**src/rtl/sram_like_arbiter.sv**
```systemverilog
// sram_like_arbiter: shares one sram-like slave between the inst and data
// masters. An in-order tag FIFO routes each response back to its issuer.
// Ports: aclk/aresetn, inst_* and data_* master bundles, m_* slave bundle,
// err_orphan sticky flag. Optional ARB_ROUND_ROBIN_EN: round-robin pick
// between simultaneous requesters instead of fixed data-over-inst priority.
module sram_like_arbiter #(
  parameter int MAX_OUTSTANDING = 2
) (
  input  logic        aclk,
  input  logic        aresetn,
  input  logic        inst_req,
  input  logic        inst_wr,
  input  logic [1:0]  inst_size,
  input  logic [31:0] inst_addr,
  input  logic [31:0] inst_wdata,
  output logic [31:0] inst_rdata,
  output logic        inst_addr_ok,
  output logic        inst_data_ok,
  input  logic        data_req,
  input  logic        data_wr,
  input  logic [1:0]  data_size,
  input  logic [31:0] data_addr,
  input  logic [31:0] data_wdata,
  output logic [31:0] data_rdata,
  output logic        data_addr_ok,
  output logic        data_data_ok,
  output logic        m_req,
  output logic        m_wr,
  output logic [1:0]  m_size,
  output logic [31:0] m_addr,
  output logic [31:0] m_wdata,
  input  logic [31:0] m_rdata,
  input  logic        m_addr_ok,
  input  logic        m_data_ok,
  output logic        err_orphan
);

  localparam int PW =
    (MAX_OUTSTANDING > 1) ? $clog2(MAX_OUTSTANDING) : 1;
  localparam int CW = $clog2(MAX_OUTSTANDING + 1);

  localparam logic M_INST = 1'b0;
  localparam logic M_DATA = 1'b1;

  typedef enum logic {
    ST_IDLE,
    ST_HOLD
  } state_t;

  state_t          r_state;
  state_t          w_state_nxt;
  logic            r_grant;
  logic            w_grant_nxt;
  logic            r_tag [MAX_OUTSTANDING];
  logic [PW-1:0]   r_wp;
  logic [PW-1:0]   r_rp;
  logic [CW-1:0]   r_count;
  logic            r_orphan;

  logic            w_full;
  logic            w_empty;
  logic            w_sel;
  logic            w_sel_req;
  logic            w_push;
  logic            w_pop;
  logic            w_head;

`ifdef ARB_ROUND_ROBIN_EN
  logic            r_rr;
`endif

  function automatic logic [PW-1:0] f_inc(
    input logic [PW-1:0] p
  );
    if (int'(p) == MAX_OUTSTANDING - 1)
      return '0;
    return p + PW'(1);
  endfunction

  assign w_full  = (r_count == CW'(MAX_OUTSTANDING));
  assign w_empty = (r_count == '0);

  // HOLD locks the choice to the grant register
  always_comb begin
    w_sel = r_grant;
    if (r_state == ST_IDLE) begin
`ifdef ARB_ROUND_ROBIN_EN
      if (inst_req & data_req)
        w_sel = r_rr;
      else
        w_sel = data_req ? M_DATA : M_INST;
`else
      w_sel = data_req ? M_DATA : M_INST;
`endif
    end
  end

  assign w_sel_req = w_sel ? data_req : inst_req;
  assign m_req     = aresetn & w_sel_req & ~w_full;
  assign m_wr      = w_sel ? data_wr    : inst_wr;
  assign m_size    = w_sel ? data_size  : inst_size;
  assign m_addr    = w_sel ? data_addr  : inst_addr;
  assign m_wdata   = w_sel ? data_wdata : inst_wdata;

  assign w_push = m_req & m_addr_ok;
  assign w_pop  = aresetn & m_data_ok & ~w_empty;
  assign w_head = r_tag[r_rp];

  assign inst_addr_ok = w_push & (w_sel == M_INST);
  assign data_addr_ok = w_push & (w_sel == M_DATA);
  assign inst_data_ok = w_pop & (w_head == M_INST);
  assign data_data_ok = w_pop & (w_head == M_DATA);
  assign inst_rdata   = m_rdata;
  assign data_rdata   = m_rdata;
  assign err_orphan   = r_orphan;

  always_comb begin
    w_state_nxt = r_state;
    w_grant_nxt = r_grant;
    unique case (r_state)
      ST_IDLE: begin
        if (m_req & ~m_addr_ok) begin
          w_state_nxt = ST_HOLD;
          w_grant_nxt = w_sel;
        end
      end
      ST_HOLD: begin
        // accepted, or master illegally withdrew
        if (w_push | ~w_sel_req)
          w_state_nxt = ST_IDLE;
      end
      default: w_state_nxt = ST_IDLE;
    endcase
  end

  always_ff @(posedge aclk or negedge aresetn) begin
    if (!aresetn) begin
      r_state <= ST_IDLE;
      r_grant <= M_DATA;
    end else begin
      r_state <= w_state_nxt;
      r_grant <= w_grant_nxt;
    end
  end

  always_ff @(posedge aclk or negedge aresetn) begin
    if (!aresetn) begin
      for (int i = 0; i < MAX_OUTSTANDING; i++)
        r_tag[i] <= M_INST;
      r_wp    <= '0;
      r_rp    <= '0;
      r_count <= '0;
    end else begin
      if (w_push) begin
        r_tag[r_wp] <= w_sel;
        r_wp        <= f_inc(r_wp);
      end
      if (w_pop)
        r_rp <= f_inc(r_rp);
      if (w_push & ~w_pop)
        r_count <= r_count + CW'(1);
      else if (~w_push & w_pop)
        r_count <= r_count - CW'(1);
    end
  end

  always_ff @(posedge aclk or negedge aresetn) begin
    if (!aresetn)
      r_orphan <= 1'b0;
    else if (m_data_ok & w_empty)
      r_orphan <= 1'b1;
  end

`ifdef ARB_ROUND_ROBIN_EN
  always_ff @(posedge aclk or negedge aresetn) begin
    if (!aresetn)
      r_rr <= M_INST;
    else if (w_push)
      r_rr <= ~w_sel;
  end
`endif

endmodule

```
**config.mk**
```make
export PLATFORM = sky130hd
export DESIGN_NAME = sram_like_arbiter
export DESIGN_NICKNAME = d
export VERILOG_FILES = /design/src/rtl/sram_like_arbiter.sv
export SDC_FILE = /design/constraint.sdc
export NUM_CORES = 1
export LEC_CHECK = 0
export CAP_MARGIN = 30
export CORE_AREA = 4 4 117 119
export CTS_CLUSTER_SIZE = 8
export DETAILED_ROUTE_END_ITERATION = 8
export DIE_AREA = 0 0 121 123
export SYNTH_ARGS = -nofsm -noshare
export SYNTH_HDL_FRONTEND = slang
export SYNTH_SLANG_ARGS = --single-unit
```
**constraint.sdc**
```tcl
create_clock -name aclk -period 2.36 [get_ports aclk]
set_input_delay 0.236 -clock aclk [delete_from_list [all_inputs] [get_ports aclk]]
set_output_delay 0.236 -clock aclk [all_outputs]
set_load 0.005 [all_outputs]
```
# Word level (Yosys, flattened, before mapping)
# Cells that the tools add are included.
[word_totals] reg_bits=9 input_bits=172 output_inout_bits=137 elab_cells=71
[classes] addsub=4 n_lt_le_gt_ge=3 eq_ne=1 n_mux=26 bitwise=25 reduce_logical=4
[ops] operator="$mux 32" count=2
[ops] operator="$mux 1" count=18
[ops] operator="$and 1x1->1" count=13
[ops] operator="$not 1->1" count=9
[ops] operator="$mux 2" count=3
[ops] operator="$ge 2x2->1 const B" count=2
[ops] operator="$not 1->2" count=2
[ops] operator="$add 1x1->1 const B" count=2
[ops] operator="$add 2x1->2 const B" count=1
[ops] operator="$bwmux 2" count=1
[ops] operator="$eq 2x2->1 const B" count=1
[ops] operator="$logic_not 2->1" count=1
[ops] operator="$lt 2x1->1 const B" count=1
[ops] operator="$pmux 1 s2" count=1
[ops] operator="$reduce_and 2->1" count=1
[ops] operator="$reduce_bool 2->1" count=1
[ops] operator="$sub 2x1->2 const B" count=1
[ops] operator="$demux 1 s1" count=1
[ops] operator="$logic_and 1x1->1" count=1
[ops] operator="$or 1x1->1" count=1

# Depth between registers and ports, before layout
# Gate-level depths: netlist (run 1).
[depth] ltp_word=10 depth_mapped=8 ltp_nobuf=8

# Least setup slack after synthesis (run 1)
# No wires, ideal clock.
[synth_path] path_kind="flip-flop to flip-flop" start="reg r_grant" end="reg r_count[1]" setup_time_ns=0.079 arrival_ns=1.676 required_time_ns=2.281 setup_slack_ns=0.605 path_stages_with_launch=8 n_path_buf=0 synth_period_minus_slack_ns=1.755 cell_sequence="dfstp_2 > a21boi_0 > o22ai_2 > or2_1 > inv_1 > ha_1 > nor2_1 > xor2_1"
[synth_via] elab_chain_cells=8 word_cells_on_any_way=10 cone_classes="mux (3); bitwise (6); reduce/logical (1)"
[synth_lines] element="start, declared" line="52" rtl="logic r_grant;"
[synth_lines] element="start signal, assigned" line="142" rtl="r_grant <= w_grant_nxt;"
[synth_lines] element="$mux 1 *" line="86" rtl="if (r_state == ST_IDLE) begin"
[synth_lines] element="$mux 1 *" line="98" rtl="assign w_sel_req = w_sel ? data_req : inst_req;"
[synth_lines] element="$and 1x1->1 * (2 in a row)" line="99" rtl="assign m_req = aresetn & w_sel_req & ~w_full;"
[synth_lines] element="$and 1x1->1 *" line="105" rtl="assign w_push = m_req & m_addr_ok;"
[synth_lines] element="net w_push" line="64" rtl="logic w_push;"
[synth_lines] element="$not 1->1" line="162" rtl="else if (~w_push & w_pop)"
[synth_lines] element="$and 1x1->1" line="162"
[synth_lines] element="$reduce_bool 2->1 (no source line)"
[synth_lines] element="end signal, assigned" line="161" rtl="r_count <= r_count + CW'(1);"
[synth_lines] element="end signal, assigned" line="163" rtl="r_count <= r_count - CW'(1);"
[synth_lines] element="end, declared" line="57" rtl="logic [CW-1:0] r_count;"
# Mark *: on every way through the listed nets, which the timed path passes. The rest lies on a longest branch.
# A chain may end at the register's enable or synchronous reset.

# Worst setup path in the final report (run 1)
[layout_path] start="in data_req" end="out m_wdata[24]"
[layout_via] elab_chain_cells=3
[layout_lines] element="start, declared" line="19" rtl="input logic data_req,"
[layout_lines] element="$mux 1" line="93" rtl="w_sel = data_req ? M_DATA : M_INST;"
[layout_lines] element="$mux 1" line="86"
[layout_lines] element="$mux 32" line="103" rtl="assign m_wdata = w_sel ? data_wdata : inst_wdata;"
[layout_lines] element="end, declared" line="31" rtl="output logic [31:0] m_wdata,"
# Every way passes these cells.

==> results.cfg, run 1 <==
[global_routing]
grt_pass1_vias = 2128
gr-total-overflow = 0
antenna_found_initial = 0
grt_start_max_net_pins = 26
grt_pass1_wl_mm = 11.4
track_usage_pct = 9.74

[critical_path]
cpMostUsedCell = clkdlybuf4s50_1
path_cells = clkdlybuf4s50_1 > mux2i_4 > buf_4 > buf_12 > mux2_2 > clkdlybuf4s50_1
cp_max_fo = 25
path_delay_family = buffers and inverters
critPathSlowestCell = clkdlybuf4s50_1
critPathArrivalTime_ns = 2.07
required_ns = 2.12
start_kind = input pin
crit_type = input pin to output pin
crit_path_end_kind = output pin
ff2ff_setup_slack_ns = 0.49
critical-path-max-stage-delay_ns = 0.48
crit_buf_inv = 4

[synth]
synth_xor_area_share_pct = 2.42
synth_largest_area_cell = mux2_2
yosys-top-cells-area = mux2_2 (38%), buf_4 (27%), dfrtp_1 (11%), mux2_4 (5.0%), buf_6 (3.7%)
synth_ff_type = dfrtp_1
synthCells = 183
ys_seq_area_share_pct = 12.5
synth_top_family_by_area = multiplexers
synthArstFlopShare_pct = 100
synth.area.mux_share_pct = 44.7
synth_most_common_cell = buf_4
synth_common_cells = buf_4 (65), mux2_2 (61), dfrtp_1 (8)
synth_compound_area_share_pct = 4.42
syn_area_mm2 = 0.00181
synth_adder_area_share_pct = 0.690
yosysUniqueCellTypes = 26
synth_edf_count = 0
ys_ff_latch = 9
yosysWarnings = 0
syn-num-nets = 356
synth_top_area_share_pct = 37.9
synth-simple-area-share_pct = 4.28
syn_area_per_cell_um2 = 9.91

[power]
switching_share_pct = 30.2
p_int_mw = 1.79
sequentialPowerShare_pct = 12.0
power.share.clock_pct = 11.5
p_per_area_mw_per_mm2 = 663
ir_worst_vdd_v = 0.000209
p_sw_uw = 773
comb_power_share_pct = 76.5
p_leak_nw = 1.53

[drt]
drtIter0Drc = 25
drt-pass1-iter-count = 3
vias = 1890
ant_nets = 0
wl_per_cell_um = 16.6
drc = 0
post_drt_via_cell_ratio = 3.68
finalWirelength_mm = 8.54

[job]
cap_viol_max_count = 0

[sta]
fmax_mhz = 433
timing.final.ws_setup_ns = 0.0497
final-max-slew-violation-count = 0
fin_crit_ns = 2.31
max-slew-margin-rel_pct = 73.7
worstMarginPinSlew_ns = 0.393
post-route-period-util_pct = 97.9
timing.hold.ws_ns = 0.336
setup-violations-final = 0
finalHoldViolations = 0
finClkSkew_ns = 0.00270

[clocking]
cts_sinks = 9
numCtsBuffers = 3
hold_buffers = 0
clk_pin_slew_ns = 0.04
clockBufferDepth = 2
cts-root-buf = clkbuf_16
cts_tree = yes
insertion_delay_ns = 0.23
h-tree-depth = 1

[floorplan]
start_util_pct = 14.4
die_y_um = 123
placementRows = 41
dieWidth_um = 121
core_mm2 = 0.0126
die_area_mm2 = 0.0149
ioPinCount = 309

[outcome]
status = finished clean

[placement]
dpl.hpwl_mm = 7.23
globalplace.congestion = 0.680
io_buffers = 212
dpl_worst_slack_ns = -0.0285

[cells_and_area]
area_growth_pct = 113
n_antenna_cell = 0
drive_gt1_share_pct = 26.1
layout.nets = 515
n_fill_cell = 1305

[min_path]
min_path_type = input pin to asynchronous set/reset pin
==> final cells by class <==
cell class	count	area, um^2	area share (%)
well taps	172	215	5.57
inverters	2	7.51	0.194
multi-input cells	101	1030	26.6
clock buffers	4	78.8	2.04
repair buffers	225	2300	59.7
flip-flops and latches	9	229	5.93
==> per-layer routing <==
metal  track usage [%]  wire length [um]  share of wire [%]
met5                 0                 0                  0
met2              17.4              4450                 52
met3              2.74               741                8.7
met4              4.53               291                3.4
met1              10.7              3050                 36
==> placed cells by master (no fill, tap or decap), types with 2 or more instances in the layout <==
cell type,instances
clkdlybuf4s50_1,203
mux2_2,61
dlymetal6s2s_1,9
buf_4,9
nor2_1,7
mux2_4,6
dfrtp_1,6
o31ai_1,4
clkbuf_16,4
xnor2_1,3
nand2b_1,2
nand3_1,2
inv_1,2
and2_1,2
xor2_1,2
buf_12,2
dfrtp_2,2
==> path summary, 6_finish.rpt <==
kind | from | to | cells after the start
min | aresetn | r_rp | 2
max | data_req | m_wdata[24] | 6
min in group aclk | err_orphan | err_orphan | 1
max in group asynchronous | aresetn | r_grant | 2
min reg2reg | err_orphan | err_orphan | 1
max reg2reg | r_grant | r_count[1] | 8
==> state kept, by name (all words and copies together) (netlist names) <==
| name | cells |
|---|---|
| err_orphan | 1 |
| r_count | 2 |
| r_grant | 1 |
| r_rp | 1 |
| r_state | 1 |
| r_tag | 2 |
| r_wp | 1 |
==> power by group through the flow <==
| stage | clock network (mW) | registers, mW | logic (mW) |
|---|---|---|---|
| final | 0.294 | 0.308 | 1.96 |
| after global routing | 0.310 | 0.318 | 2.10 |
| after CTS | 0.300 | 0.308 | 1.94 |
| after detailed placement | 0 | 0.307 | 1.85 |
| after global placement | 0 | 0.305 | 1.84 |
| after floorplan | 0 | 0.291 | 0.985 |
==> per-stage QoR <==
| stage | setup TNS (ns) | utilization [%] | area (um^2) | power (mW) | std cells |
|---|---|---|---|---|---|
| floorplan | 0 | - | 1810 | 1.28 | 183 |
| global placement | 0 | 29.2 | 3670 | 2.14 | 503 |
| detailed placement | -0.213 | 29.2 | 3670 | 2.15 | 503 |
| CTS | -1.58 | 30.2 | 3790 | 2.55 | 509 |
| global route | -0.00100 | 30.7 | 3860 | 2.73 | 513 |
| finish | 0 | 30.7 | 3860 | 2.56 | 513 |
==> cells by family after synthesis <==
logic type,after synthesis
AND/OR/NAND/NOR,16
buffers and inverters,73
XOR/XNOR,5
AO/OA/AOI/OAI,10
adder cells (fa/ha/maj),1
flip-flops,9
multiplexers,69
==> repair_timing <==
action / CTS / global route
resized for setup: 1 / 12
setup endpoints to repair: 50 / 43
setup buffers: 1 / 3
gates cloned: 1 / 1
Note: power is estimated with default switching activity, not from simulation.
==> run 2: changes to the inputs <==
--- a/config.mk
+++ b/config.mk
@@ -10,6 +10,7 @@
 export CTS_CLUSTER_SIZE = 8
 export DETAILED_ROUTE_END_ITERATION = 8
 export DIE_AREA = 0 0 121 123
+export GPL_ROUTABILITY_DRIVEN = 0
 export SYNTH_ARGS = -nofsm -noshare
 export SYNTH_HDL_FRONTEND = slang
 export SYNTH_SLANG_ARGS = --single-unit
==> results of run 2 <==
No change in the layout: final DEF, timing and power equal those of run 1.
==> run 3: changes to the inputs <==
--- a/config.mk
+++ b/config.mk
@@ -6,10 +6,10 @@
 export NUM_CORES = 1
 export LEC_CHECK = 0
 export CAP_MARGIN = 30
-export CORE_AREA = 4 4 117 119
+export CORE_AREA = 2 2 118 120
 export CTS_CLUSTER_SIZE = 8
 export DETAILED_ROUTE_END_ITERATION = 8
-export DIE_AREA = 0 0 121 123
+export DIE_AREA = 0 0 120 122
 export GPL_ROUTABILITY_DRIVEN = 0
 export SYNTH_ARGS = -nofsm -noshare
 export SYNTH_HDL_FRONTEND = slang
==> run 3 against run 2 <==
First-iteration DRC count grew 20%. Sequential share of layout area shrank 0.30 points. Critical endpoint is now m_wdata[1]. Global-route usage shrank 0.53 points. Wire length shrank 4.1%. Worst hold slack gained 0.011 ns. Non-clock buffer count grew 11.
==> results.cfg, run 3 (synthesis results as in run 1) <==
[critical_path]
crit_path_end_kind = output pin
cp_max_fo = 8
required_ns = 2.12
start_kind = flop
crit_type = flop to output pin
critPathArrivalTime_ns = 2.08

[drt]
vias = 1947
wl_per_cell_um = 15.4
drt-pass1-iter-count = 4
finalWirelength_mm = 8.19
ant_nets = 0
post_drt_via_cell_ratio = 3.66
drc = 0
drtIter0Drc = 30

[global_routing]
gr-total-overflow = 0
track_usage_pct = 9.20
antenna_found_initial = 2
grt_pass1_wl_mm = 10.3
grt_start_max_net_pins = 29
grt_pass1_vias = 1884

[floorplan]
die_y_um = 122
die_area_mm2 = 0.0146
start_util_pct = 13.4
core_mm2 = 0.0135
placementRows = 43
ioPinCount = 309
dieWidth_um = 120

[power]
fin_total_pwr_mw = 2.69
p_sw_uw = 810
p_leak_nw = 1.82
p_int_mw = 1.88
ir_worst_vdd_v = 0.000254
sequentialPowerShare_pct = 11.2
comb_power_share_pct = 77.8
p_per_area_mw_per_mm2 = 665
power.share.clock_pct = 11.0
switching_share_pct = 30.1

[sta]
timing.final.ws_setup_ns = 0.0426
final-max-slew-violation-count = 0
finalHoldViolations = 0
rsz0062_at_grt = true
timing.hold.ws_ns = 0.347
max-slew-margin-rel_pct = 74.6
worstMarginPinSlew_ns = 0.379
setup-violations-final = 0
fmax_mhz = 432
post-route-period-util_pct = 98.2
finClkSkew_ns = 0.00209
fin_crit_ns = 2.32

[cells_and_area]
drive_gt1_share_pct = 28.1
multi_input_area_mm2 = 0.00103
final_common_cell = clkdlybuf4s50_1
fin_util_pct = 30.0
area_growth_pct = 123
layout_common_cells = clkdlybuf4s50_1 (173), mux2_2 (61), dlymetal6s2s_1 (31)
largestRegisters = r_count x2, r_tag x2
n_fill_cell = 1396
layout.nets = 526
n_antenna_cell = 0
regArea_um2 = 228

[clocking]
cts_sinks = 9
cts-root-buf = clkbuf_16
clk_pin_slew_ns = 0.04
numCtsBuffers = 3
h-tree-depth = 1
clockBufferDepth = 2
hold_buffers = 0
cts_tree = yes
insertion_delay_ns = 0.23

[placement]
dpl.hpwl_mm = 6.74
io_buffers = 212
dpl_worst_slack_ns = 0.00769

[job]
cap_viol_max_count = 0

[min_path]
min_path_type = input pin to asynchronous set/reset pin

[outcome]
status = finished clean
==> run 3: cell types whose count changed in the layout (fill, tap and decap cells not counted) <==
cell             previous run  this run
buf_4                       9        17
clkbuf_16                   4         6
dlygate4sd2_1               0         8
a21boi_0                    1         0
buf_12                      2         3
clkdlybuf4s50_1           203       173
a21boi_1                    0         1
dfrtp_1                     6         7
dlymetal6s2s_1              9        31
dfrtp_2                     2         1
==> run 3: power by group through the flow <==
stage	clock [mW]	sequential [mW]	combinational [mW]
after floorplan	0	0.291	0.985
after detailed placement	0	0.304	1.95
final	0.296	0.303	2.09
after global placement	0	0.304	1.93
after CTS	0.299	0.306	1.95
after global routing	0.313	0.311	2.23
==> run 3: path summary, 6_finish.rpt <==
| check | from | slack (ns) | to | cells past startpoint |
|---|---|---|---|---|
| setup / recovery | r_state | 0.04 | m_wdata[1] | 5 |
| hold / removal | aresetn | 0.35 | r_rp | 2 |
| setup reg to reg | r_count[0] | 0.43 | r_count[1] | 9 |
| hold reg to reg | err_orphan | 0.45 | err_orphan | 1 |
| max in group asynchronous | aresetn | 1.79 | r_grant | 2 |
| min in group aclk | err_orphan | 0.45 | err_orphan | 1 |
==> run 3: critical path: stages (launching register included) <==
cell and delay, ns:
dfrtp_2 0.39, mux2i_4 0.30, buf_12 0.19, clkbuf_16 0.16, mux2_2 0.34, clkdlybuf4s50_1 0.46
==> run 3: cell type report <==
| type | count | area share (%) |
|---|---|---|
| multi-input cells | 101 | 25.4 |
| repair buffers | 236 | 61.3 |
| well taps | 180 | 5.57 |
| inverters | 2 | 0.186 |
| flip-flops and latches | 9 | 5.63 |
| clock buffers | 4 | 1.95 |
==> run 3: metrics by stage <==
stage | area [um^2] | setup TNS [ns] | cells
finish | 4050 | 0 | 532
global route | 4050 | -0.0197 | 532
CTS | 3820 | 0 | 522
detailed placement | 3750 | 0 | 518
global placement | 3750 | 0 | 518
floorplan | 1810 | 0 | 183
==> run 3: what timing repair did <==
action	in CTS	in global routing
setup buffers	0	7
hold endpoints to repair	0	0
gates cloned	0	3
pin swaps	0	0
setup endpoints to repair	42	40
resized for setup	10	33
==> run 3: layer usage <==
| metal | global-route usage, % | vias up | wire, um | share of wire [%] |
|---|---|---|---|---|
| met5 | 0 | - | 24 | 0.29 |
| met4 | 3.53 | 4 | 260 | 3.2 |
| met3 | 3.46 | 44 | 862 | 11 |
| met2 | 16.2 | 115 | 4120 | 50 |
| met1 | 10.0 | 870 | 2920 | 36 |
| li1 | - | 914 | - | - |
